## config.mk

```make
export PLATFORM = sky130hd
export DESIGN_NAME = regbank_write_arbiter
export DESIGN_NICKNAME = d
export VERILOG_FILES = /design/src/rtl/cm0_regbank_pkg.sv /design/src/rtl/regbank_dst_decode.sv /design/src/rtl/regbank_write_arbiter.sv
export SDC_FILE = /design/constraint.sdc
export NUM_CORES = 1
export LEC_CHECK = 0
export CAP_MARGIN = 20
export CELL_PAD_IN_SITES_DETAIL_PLACEMENT = 1
export CELL_PAD_IN_SITES_GLOBAL_PLACEMENT = 1
export CORE_UTILIZATION = 27
export CTS_BUF_LIST = sky130_fd_sc_hd__clkbuf_8
export CTS_CLUSTER_SIZE = 30
export DETAILED_ROUTE_END_ITERATION = 16
export PLACE_DENSITY_LB_ADDON = 0.12
export SYNTH_ARGS = -nofsm -noshare
export SYNTH_HDL_FRONTEND = slang
export SYNTH_SLANG_ARGS = --single-unit
```

## constraint.sdc

```tcl
create_clock -name clk -period 1.5 [get_ports clk]
set_input_delay 0.15 -clock clk [delete_from_list [all_inputs] [get_ports clk]]
set_output_delay 0.15 -clock clk [all_outputs]
set_load 0.05 [all_outputs]
```

## src/rtl/cm0_regbank_pkg.sv

```systemverilog
// Shared destination codes and arbiter state encoding for the core register-bank write port.
package cm0_regbank_pkg;

    typedef enum logic [2:0] {
        DST_RD      = 3'd0,
        DST_SP      = 3'd1,
        DST_LR      = 3'd2,
        DST_PC      = 3'd3,
        DST_APSR    = 3'd4,
        DST_IPSR    = 3'd5,
        DST_PRIMASK = 3'd6,
        DST_RSVD    = 3'd7
    } dst_e;

    typedef enum logic {
        ST_OPEN = 1'b0,
        ST_LOCK = 1'b1
    } arb_state_e;

endpackage

```

## src/rtl/regbank_dst_decode.sv

```systemverilog
// Registered decoder: turns the winning transfer into one bank load strobe plus write data/Rd.
module regbank_dst_decode
    import cm0_regbank_pkg::*;
#(
    parameter int DATA_W = 32,
    parameter int RD_W   = 4
) (
    input  logic              clk,
    input  logic              rst,
    input  logic              vld_p0,
    input  dst_e              dst_p0,
    input  logic [RD_W-1:0]   rd_p0,
    input  logic [DATA_W-1:0] data_p0,
    output logic              ld_sp,
    output logic              ld_lr,
    output logic              ld_pc,
    output logic              ld_rd,
    output logic              ld_apsr,
    output logic              ld_ipsr,
    output logic              ld_primask,
    output logic [DATA_W-1:0] wr_data,
    output logic [RD_W-1:0]   wr_rd,
    output logic              dst_err
);

    // p0 -> p1: strobes are single-cycle; data and Rd hold between transfers
    always_ff @(posedge clk) begin
        if (rst) begin
            ld_sp      <= 1'b0;
            ld_lr      <= 1'b0;
            ld_pc      <= 1'b0;
            ld_rd      <= 1'b0;
            ld_apsr    <= 1'b0;
            ld_ipsr    <= 1'b0;
            ld_primask <= 1'b0;
            dst_err    <= 1'b0;
            wr_data    <= '0;
            wr_rd      <= '0;
        end else begin
            ld_rd      <= vld_p0 && (dst_p0 == DST_RD);
            ld_sp      <= vld_p0 && (dst_p0 == DST_SP);
            ld_lr      <= vld_p0 && (dst_p0 == DST_LR);
            ld_pc      <= vld_p0 && (dst_p0 == DST_PC);
            ld_apsr    <= vld_p0 && (dst_p0 == DST_APSR);
            ld_ipsr    <= vld_p0 && (dst_p0 == DST_IPSR);
            ld_primask <= vld_p0 && (dst_p0 == DST_PRIMASK);
            dst_err    <= vld_p0 && (dst_p0 == DST_RSVD);
            if (vld_p0) begin
                wr_data <= data_p0;
                wr_rd   <= rd_p0;
            end
        end
    end

endmodule

```

## src/rtl/regbank_write_arbiter.sv

```systemverilog
// Arbitrates the register-bank write port between EXE and EXC; EXC has priority and may
// lock the port for a burst, with a starvation counter letting EXE through between bursts.
module regbank_write_arbiter
    import cm0_regbank_pkg::*;
#(
    parameter int DATA_W     = 32,
    parameter int RD_W       = 4,
    parameter int STARVE_MAX = 4
) (
    input  logic              clk,
    input  logic              rst,
    input  logic              exe_req,
    input  logic [2:0]        exe_dst,
    input  logic [RD_W-1:0]   exe_rd,
    input  logic [DATA_W-1:0] exe_data,
    output logic              exe_gnt,
    input  logic              exc_req,
    input  logic [2:0]        exc_dst,
    input  logic [RD_W-1:0]   exc_rd,
    input  logic [DATA_W-1:0] exc_data,
    input  logic              exc_last,
    output logic              exc_gnt,
    output logic              ld_sp,
    output logic              ld_lr,
    output logic              ld_pc,
    output logic              ld_rd,
    output logic              ld_apsr,
    output logic              ld_ipsr,
    output logic              ld_primask,
    output logic [DATA_W-1:0] wr_data,
    output logic [RD_W-1:0]   wr_rd,
    output logic              locked,
    output logic              dst_err
);

    localparam int SC_W = $clog2(STARVE_MAX + 1);
    localparam logic [SC_W-1:0] STARVE_TOP = SC_W'(STARVE_MAX);

    arb_state_e        state;
    logic [SC_W-1:0]   starve_cnt;
    logic              exe_xfer;
    logic              exc_xfer;
    logic              vld_p0;
    dst_e              dst_p0;
    logic [RD_W-1:0]   rd_p0;
    logic [DATA_W-1:0] data_p0;

    always_comb begin
        exe_gnt = 1'b0;
        exc_gnt = 1'b0;
        if (!rst) begin
            if (state == ST_LOCK) begin
                exc_gnt = 1'b1;
            end else if (exc_req && !(exe_req && (starve_cnt == STARVE_TOP))) begin
                exc_gnt = 1'b1;
            end else if (exe_req) begin
                exe_gnt = 1'b1;
            end
        end
    end

    assign exe_xfer = exe_req & exe_gnt;
    assign exc_xfer = exc_req & exc_gnt;

    // p0: winner's fields selected for the decoder
    assign vld_p0  = exe_xfer | exc_xfer;
    assign dst_p0  = exc_gnt ? dst_e'(exc_dst) : dst_e'(exe_dst);
    assign rd_p0   = exc_gnt ? exc_rd : exe_rd;
    assign data_p0 = exc_gnt ? exc_data : exe_data;

    always_ff @(posedge clk) begin
        if (rst) begin
            state      <= ST_OPEN;
            starve_cnt <= '0;
        end else begin
            if (exc_xfer) begin
                state <= exc_last ? ST_OPEN : ST_LOCK;
            end
            // Denied cycles in ST_LOCK count too, so EXE wins right after a long burst
            if (exe_xfer) begin
                starve_cnt <= '0;
            end else if (exe_req && !exe_gnt && (starve_cnt != STARVE_TOP)) begin
                starve_cnt <= starve_cnt + SC_W'(1);
            end
        end
    end

    assign locked = (state == ST_LOCK);

    regbank_dst_decode #(
        .DATA_W(DATA_W),
        .RD_W  (RD_W)
    ) u_decode (
        .clk       (clk),
        .rst       (rst),
        .vld_p0    (vld_p0),
        .dst_p0    (dst_p0),
        .rd_p0     (rd_p0),
        .data_p0   (data_p0),
        .ld_sp     (ld_sp),
        .ld_lr     (ld_lr),
        .ld_pc     (ld_pc),
        .ld_rd     (ld_rd),
        .ld_apsr   (ld_apsr),
        .ld_ipsr   (ld_ipsr),
        .ld_primask(ld_primask),
        .wr_data   (wr_data),
        .wr_rd     (wr_rd),
        .dst_err   (dst_err)
    );

endmodule

```

# == Word-level counts from Yosys, hierarchy flattened ==
# Cells that the tools add are included.
# totals
ff_bits,48
latchBits,0
ramBits,0
romBits,0
in_bits,83
out_inout_bits,47
elab_cells,52
n_memories,0
# op_classes
n_addsub,1
n_mul,0
div,0
n_lt_le_gt_ge,0
n_eq_ne,9
shift,0
mux,11
bitwise,3
n_reduce_logical,16
# op_table
operator,n
2-to-1 mux 32 bit,1
"equality test 3 bit, second input constant",5
logical AND 1 bit,12
2-to-1 mux 1 bit,8
"equality test 3 x 2 -> 1 bit, second input constant",2
2-to-1 mux 4 bit,1
"adder 3 x 1 -> 3 bit, second input constant",1
"equality test 3 x 1 -> 1 bit, second input constant",1
logical NOT 3 bit,1
2-to-1 mux 3 bit,1
"!= test 3 bit, second input constant",1
AND 1 bit,2
logical NOT 1 bit,2
OR reduction 2 bit,1
OR 1 bit,1

# == Logic depth before layout (Yosys ltp) ==
# logic_depth
depth_word,10
depth_mapped,7
depth_no_buf,5

# == Cells and area by module ==
# From an unflattened synthesis, not the netlist that was laid out.
# hier_totals
hier_cells,205
area_unflattened_um2,2402.3
# modules_own_cells
module,n_inst,cells_each,area_each_um2
regbank_dst_decode,1,137,1535.2
regbank_write_arbiter,1,68,867.1

# == Worst setup path after synthesis ==
# Ideal clock, no wire load.
# synth_path
path_kind,reg-to-output
from,register state (netlist: locked)
to,output exe_gnt
arrival_ns,2.057
required_time_ns,1.350
path_slack_ns,-0.707
path_stages_with_launch,4
cell_sequence,dfxtp_1 -> nand2b_1 -> clkbuf_1 -> nor3_1
# synth_via
elab_chain_cells,2
# synth_lines
item,line_no,source
from (decl),regbank_write_arbiter.sv:39,arb_state_e state;
from (signal assigned),regbank_write_arbiter.sv:77,state <= exc_last ? ST_OPEN : ST_LOCK;
2-to-1 mux 1 bit,regbank_write_arbiter.sv:52,if (state == ST_LOCK) begin
2-to-1 mux 1 bit,regbank_write_arbiter.sv:51,if (!rst) begin
to (decl),regbank_write_arbiter.sv:16,"output logic exe_gnt,"
# No other way between the ends.

# == Worst setup path in the final report ==
# layout_path
from,register starve_cnt[0]
to,register u_decode.dst_err
# layout_via
elab_chain_cells,10
elab_cells_between_ends,16
# layout_lines
item,line_no,source
from (decl),regbank_write_arbiter.sv:40,logic [SC_W-1:0] starve_cnt;
from (signal assigned),regbank_write_arbiter.sv:83,starve_cnt <= starve_cnt + SC_W'(1);
equality test 3 bit (*),regbank_write_arbiter.sv:54,end else if (exc_req && !(exe_req && (starve_cnt == STARVE_TOP))) begin
logical AND 1 bit (*),regbank_write_arbiter.sv:54,
logical NOT 1 bit (*),regbank_write_arbiter.sv:54,
logical AND 1 bit (*),regbank_write_arbiter.sv:54,
2-to-1 mux 1 bit,regbank_write_arbiter.sv:54,
2-to-1 mux 1 bit,regbank_write_arbiter.sv:52,
2-to-1 mux 1 bit,regbank_write_arbiter.sv:51,
"2-to-1 mux 3 bit, or another cell as far along",regbank_write_arbiter.sv:67,assign dst_p0 = exc_gnt ? dst_e'(exc_dst) : dst_e'(exe_dst);
equality test 3 bit or OR 1 bit (tied branches),"regbank_dst_decode.sv:47, regbank_write_arbiter.sv:66",
logical AND 1 bit (*),regbank_dst_decode.sv:47,dst_err <= vld_p0 && (dst_p0 == DST_RSVD);
to (signal assigned),regbank_dst_decode.sv:47,
to (decl),regbank_dst_decode.sv:23,output logic dst_err
# Mark *: on every way between the ends. The rest lies on a longest branch, timed or not.
# A chain may end at the register's enable or synchronous reset.

==> results summary <==
The run finished, with violations left. The checks that failed: negative setup slack. The first global-routing pass estimated about 15 mm of wire.

The total via count after detailed routing came out at between 2k and 3k. In this run the worst path has a maximum fanout of 4. In the final routed layout, each cell accounts on average for approximately 17 µm. The slew at the pin with the worst max-slew slack is approximately 380 ps. The number of CTS-inserted buffers is 5. The total count of hold-check failures in the final report is 0.

Summing the sequential cell areas from Yosys gives around 37% of the chip area. For this run, the number of Yosys warnings is 0. The cell count after synthesis came out at approximately 280. The overflow left after global routing came out at 0. The cell area after synthesis is approximately 0.0026 mm².

The total inserted antenna cells came out at 0. The unique cell type count in the Yosys netlist is 33. The static power due to leakage is ~1.7 nW. The source-to-sink clock delay at the later pin of the worst-skew pair is approximately 300 ps. The final standard cell utilization of the core came out at 48.34%. The largest incremental delay on the critical path is about 480 ps.

Of the available clock period, the critical path in the final layout requires 107.0%. The remaining routing DRC violations is 0. The number of hold-repair buffers added at the cts stage is 0. The maximum vdd drop is around 0.36 mV.

The peak clock frequency supported by timing is about 0.62 GHz. The post-detailed-route via-to-cell ratio is 5.099. Setup violations remaining at the end of the flow were counted as 40. The number of maximum-capacitance violations is 0.

The required time reported for the critical path endpoint is 1730 ps. The synthesized area per cell came out at roughly 9 µm². The final antenna-violating net count is 0. The floorplan die area came out at ~0.01 mm². The floorplan die width came out at approximately 100 µm.

Counting both buffers and inverters, the worst setup path holds a total of 2. The die height came out at 100.0 µm. The flip-flop and latch count after synthesis is 48. TritonCTS built the clock tree. The number of global-route vias before repair came out at between 2k and 3k.

The count of pins over their slew limit came out at 0. The worst relative slew slack came out at around 74%. The number of nets handed over by synthesis was roughly 370. The total power divided by cell area is approximately 780 mW/mm². The overall routing resource usage came out at between 10% and 20%. The number of antenna violations at the first check in global routing is 0. The count of clock tree sinks came out at 48. For the finished layout, the period the worst path requires is 1605 ps.

The congestion estimate from routability-driven global placement came to about 0.75. The post-route worst hold slack is 408.9 ps. After floorplanning, the core was sized to cover around 0.0093 mm².

The initial cell density of the core came out at 27.94%. The kind of cell with the highest combined delay along the critical path is simple AND/OR/NAND/NOR gates. During placement, the flow inserted port buffers numbering between 100 and 150.

The clock tree synthesis step divided the H-tree into 2 levels. The placement row count came out at 35. In this run the most used layer during global routing was met2. The critical path is of the reg2reg type.

The kind of start point of the critical path is a register. The detailed-routing iteration count for the pre-antenna-repair pass came out at 4. The met2 global-route usage came out at 32.63%. Setup repair after global routing could not meet its margin everywhere. During I/O placement, the number of pins put on the boundary was 130. The net total in the final layout is 502.

The met3 capacity usage during global routing came out at 2.925%. The worst hold path class is in2reg. The worst slack after detailed placement came out at -211.1 ps. The half-perimeter wire length of the detailed placement result is between 6 and 7 mm.

The total placed cells including tap cells is approximately 540. The total wire length is a little over 9 mm. The slowest stage of the critical path is the sky130_fd_sc_hd__or4b_4 cell. The share of final-layout standard cells stronger than drive strength 1 came out at between 30% and 40%. The maximum number of pins on one net before global-route repair is 47.

The final sum of negative setup slack is -2671 ps. The clock tree root driver cell is sky130_fd_sc_hd__clkbuf_8. Traced cell by cell, the critical path runs through inv_2, ha_4, and4b_2, buf_6, or4b_4, a21oi_2. The met1 track demand over resource is 23.70%.

The first routing iteration left between 100 and 150 violations. The setup slack of the critical path after layout is -105.1 ps. The buffer depth of the longest clock path came out at 2. STA puts the critical path data arrival time at 1840 ps. STA classifies the critical path endpoint as a register.

The number of cells in the finished layout apart from fillers came out at roughly 550. The clock transition at the register clock pins on the worst setup and hold paths after CTS came out at approximately 90 ps. The layout overhead on the synthesized area is 73.03%.

The final clock skew is between 5 and 6 ps.
## cell families after synthesis
kind of cell	count (synthesis)	share of synthesized area [%]
AOI/OAI and AO/OA	97	27.74
and+or+nand+nor	95	27.11
DFF	48	37.05
buffers and inverters	38	6.415
adders and majority gates	2	0.9646
xor gates and xnor gates	1	0.3377
muxes	1	0.3859
## layout make-up
| type | count | area, µm² |
|---|---|---|
| clock buffer | 6 | 82.58 |
| inverter | 5 | 18.77 |
| multi-input combinational | 196 | 1688 |
| tap | 129 | 161.4 |
| fill | 1065 | 4796 |
| timing repair buffer | 161 | 1562 |
| sequential | 48 | 968.4 |
| clock inverter | 2 | 7.507 |
## cells in the mapped netlist (all sizes together)
master | count | share of area [%]
a2111o | 3 | 1.3
a211oi | 1 | 0.29
a21boi | 2 | 0.58
a21o | 1 | 0.29
a21oi | 45 | 8.7
a221o | 36 | 14
and4b | 2 | 0.77
buf | 13 | 2.8
clkbuf | 20 | 2.9
dfxtp | 48 | 37
ha | 2 | 0.96
inv | 5 | 0.72
mux2i | 1 | 0.39
nand2 | 1 | 0.14
nand2b | 37 | 8.9
nand4 | 3 | 0.72
nand4b | 4 | 1.6
nor2 | 4 | 0.58
nor2b | 2 | 0.48
nor3 | 3 | 0.58
nor3b | 1 | 0.48
nor4b | 36 | 12
o2111ai | 4 | 1.4
o21ai | 2 | 0.39
o21ba | 1 | 0.39
o21bai | 2 | 0.58
or4 | 1 | 0.29
or4b | 1 | 0.39
xnor2 | 1 | 0.34
## power breakdown
part	internal [W]	switching [W]
Combinational	0.000580	0.000681
Sequential	0.00137	0.0000561
Clock	0.000364	0.000450
## path summary, 6_finish.rpt
kind	slack (ps)	from	cells after the start	to
worst max-delay path	-110	starve_cnt[0]	6	u_decode.dst_err
worst max register to register	-110	starve_cnt[0]	6	u_decode.dst_err
worst min-delay path	410	exc_last	2	locked
worst min register to register	500	u_decode.wr_data[14]	1	u_decode.wr_data[14]
## metrics by stage
| step | instance area, µm² | total power (W) |
|---|---|---|
| 2_1_floorplan | 2641 | 0.002107 |
| 3_3_place_gp | 4160 | 0.002639 |
| 3_5_place_dp | 4160 | 0.002657 |
| 4_1_cts | 4395 | 0.003535 |
| 5_1_grt | 4488 | 0.003672 |
| 6_report | 4488 | 0.003499 |
## layout by cell type (no fill, tap or decap), types with 2 or more instances in the layout
cell and n:
sky130_fd_sc_hd__clkdlybuf4s50_1 81, sky130_fd_sc_hd__buf_4 64, sky130_fd_sc_hd__dfxtp_1 44, sky130_fd_sc_hd__a21oi_1 42
sky130_fd_sc_hd__nand2b_1 36, sky130_fd_sc_hd__a221o_1 36, sky130_fd_sc_hd__nor4b_1 18, sky130_fd_sc_hd__nor4b_2 18
sky130_fd_sc_hd__buf_12 11, sky130_fd_sc_hd__clkbuf_8 6, sky130_fd_sc_hd__inv_1 4, sky130_fd_sc_hd__buf_6 4
sky130_fd_sc_hd__inv_2 3, sky130_fd_sc_hd__a21oi_2 3, sky130_fd_sc_hd__nand4_1 3, sky130_fd_sc_hd__a2111o_1 3
sky130_fd_sc_hd__nor2_1 3, sky130_fd_sc_hd__nand4b_1 3, sky130_fd_sc_hd__dfxtp_2 3, sky130_fd_sc_hd__o21bai_1 2
sky130_fd_sc_hd__nor3_1 2, sky130_fd_sc_hd__o2111ai_1 2, sky130_fd_sc_hd__nor2b_1 2, sky130_fd_sc_hd__o2111ai_2 2
## per-layer routing
metal  part of all wire [%]  vias up
li1                       -     1367
met1                     46     1344
met2                     49       73
met3                    3.9        5
met4                   0.63        0
met5                      0        -
## flip-flops by register name, summed over array words and instances, names as in the netlist
signal / flops
u_decode.ld_sp: 1
u_decode.ld_lr: 1
u_decode.wr_data: 32
u_decode.ld_rd: 1
u_decode.ld_apsr: 1
starve_cnt: 3
u_decode.ld_pc: 1
u_decode.dst_err: 1
u_decode.wr_rd: 4
u_decode.ld_primask: 1
locked: 1
u_decode.ld_ipsr: 1
## what timing repair did
action | in CTS | in global routing
setup buffers | 3 | 2
endpoints found under the setup margin | 41 | 45
pin swaps | 4 | 6
gates resized for setup | 25 | 16
## worst reg2reg max path, stage by stage, from the launching register on
cell and delay, ps:
sky130_fd_sc_hd__dfxtp_2 350, sky130_fd_sc_hd__inv_2 50, sky130_fd_sc_hd__ha_4 160, sky130_fd_sc_hd__and4b_2 230
sky130_fd_sc_hd__buf_6 140, sky130_fd_sc_hd__or4b_4 480, sky130_fd_sc_hd__a21oi_2 140
(Power assumes the default switching activity.)
==> RTL edit (config.mk and constraints unchanged) <==
Change the parameter `STARVE_MAX` from 4 to 8.
--- a/src/rtl/regbank_write_arbiter.sv
+++ b/src/rtl/regbank_write_arbiter.sv
@@ -5,7 +5,7 @@
 #(
     parameter int DATA_W     = 32,
     parameter int RD_W       = 4,
-    parameter int STARVE_MAX = 4
+    parameter int STARVE_MAX = 8
 ) (
     input  logic              clk,
     input  logic              rst,
Behaviour: not the same (Yosys sat finds a counterexample within 10 cycles, from zero or initial values and one cycle with rst high).
==> RTL edit against the original RTL <==
  * Sequential share of layout area is 3.0 points higher
  * Count of clock-buffer cells in the layout stayed put
  * Routed wire length is 26% lower
  * The run still ends with negative setup slack left
  * Die area is 16% lower
  * Largest power group unchanged
  * Non-clock buffer count stayed put
  * Critical path type is now reg2out
  * Synthesized area is 17% lower
  * Synthesized cell count is 20% lower
  * Largest cell class is now non-clock buffers
  * Cell area is 11% lower
  * Worst setup slack worse by 0.10 ns
  * Sequential cell count is 1 higher
  * Total power is 3.5% higher
  * Critical endpoint is now exc_gnt
==> RTL edit: results (changes against the original RTL) <==
| Metric | Value |
|---|---|
| GR Util met3 | `0.0410 (was 0.0292)` |
| Status | `finished, violations left (unchanged)` |
| Met3 WL | `371 um (was 359 um)` |
| Num Clock Sinks | `49 (was 48)` |
| Die Span X | `91.5 um (was 100 um)` |
| Final worst slack | `-0.206 ns (was -0.105 ns)` |
| Largest net degree at the start of global routing | `31 (was 47)` |
| R2R Path End | `u_decode.wr_data[11] (was u_decode.dst_err)` |
| RePlAce Congestion | `0.785 (was 0.747)` |
| Inverters | `6 (was 5)` |
| Top post-synthesis cells by count | `dfxtp_1 (49), nand2_1 (39), mux2i_1 (36) (was dfxtp_1 (48), a21oi_1 (45), nand2b_1 (37))` |
| Non-clk buf share | `0.396 (was 0.348)` |
| Clock Network Area Fraction | `0.0300 (was 0.0201)` |
| Syn Nets | `312 (was 367)` |
| Global-route wire length before repair | `10.8 mm (was 14.7 mm)` |
| Count of non-filler cells in the finished layout | `486 (was 547)` |
| FILL cells | `892 (was 1065)` |
| Clk_skew | `0.00662 ns (was 0.00532 ns)` |
| Fraction of layout cells with a size suffix above 1 | `0.299 (was 0.306)` |
| Vias in the first global route | `2220 (was 2942)` |
| Failing checks | `negative setup slack (unchanged)` |
| Final setup fails | `42 (was 40)` |
| GR Util met2 | `0.313 (was 0.326)` |
| Synth area leaders | `dfxtp_1 (45%), mux2i_1 (17%), nand2_1 (6.8%) (was dfxtp_1 (37%), a221o_1 (14%), nor4b_1 (12%))` |
| Worst reg-to-reg path cell count | `10 (was 6)` |
[RTL edit: worst max-delay path: stages (launching register included)]
cell	delay, ns
dfxtp_2	0.34
inv_2	0.08
ha_4	0.16
nand4b_4	0.11
buf_6	0.14
o21ai_4	0.12
inv_2	0.06
buf_6	0.11
buf_12	0.13
[RTL edit: logic make-up after synthesis]
| logic type | Yosys count | share of synthesized area |
|---|---|---|
| simple gates | 68 | 0.153 |
| compound gates | 51 | 0.144 |
| flops | 49 | 0.454 |
| mux | 36 | 0.167 |
| buf+inv | 18 | 0.0591 |
| xor+xnor | 3 | 0.0122 |
| fa+ha+maj | 2 | 0.0116 |
[RTL edit: report_power, final]
group / internal, mW / switching [mW]
combinational: 0.564 / 0.620
clock: 0.543 / 0.452
sequential: 1.40 / 0.0492
[RTL edit: what timing repair did]
action | 4_1_cts | 5_1_grt
setup endpoints to repair | 44 | 44
pin swaps | 3 | 4
resized for setup | 13 | 18
buffers inserted | 8 | 2
cloned | 2 | 1
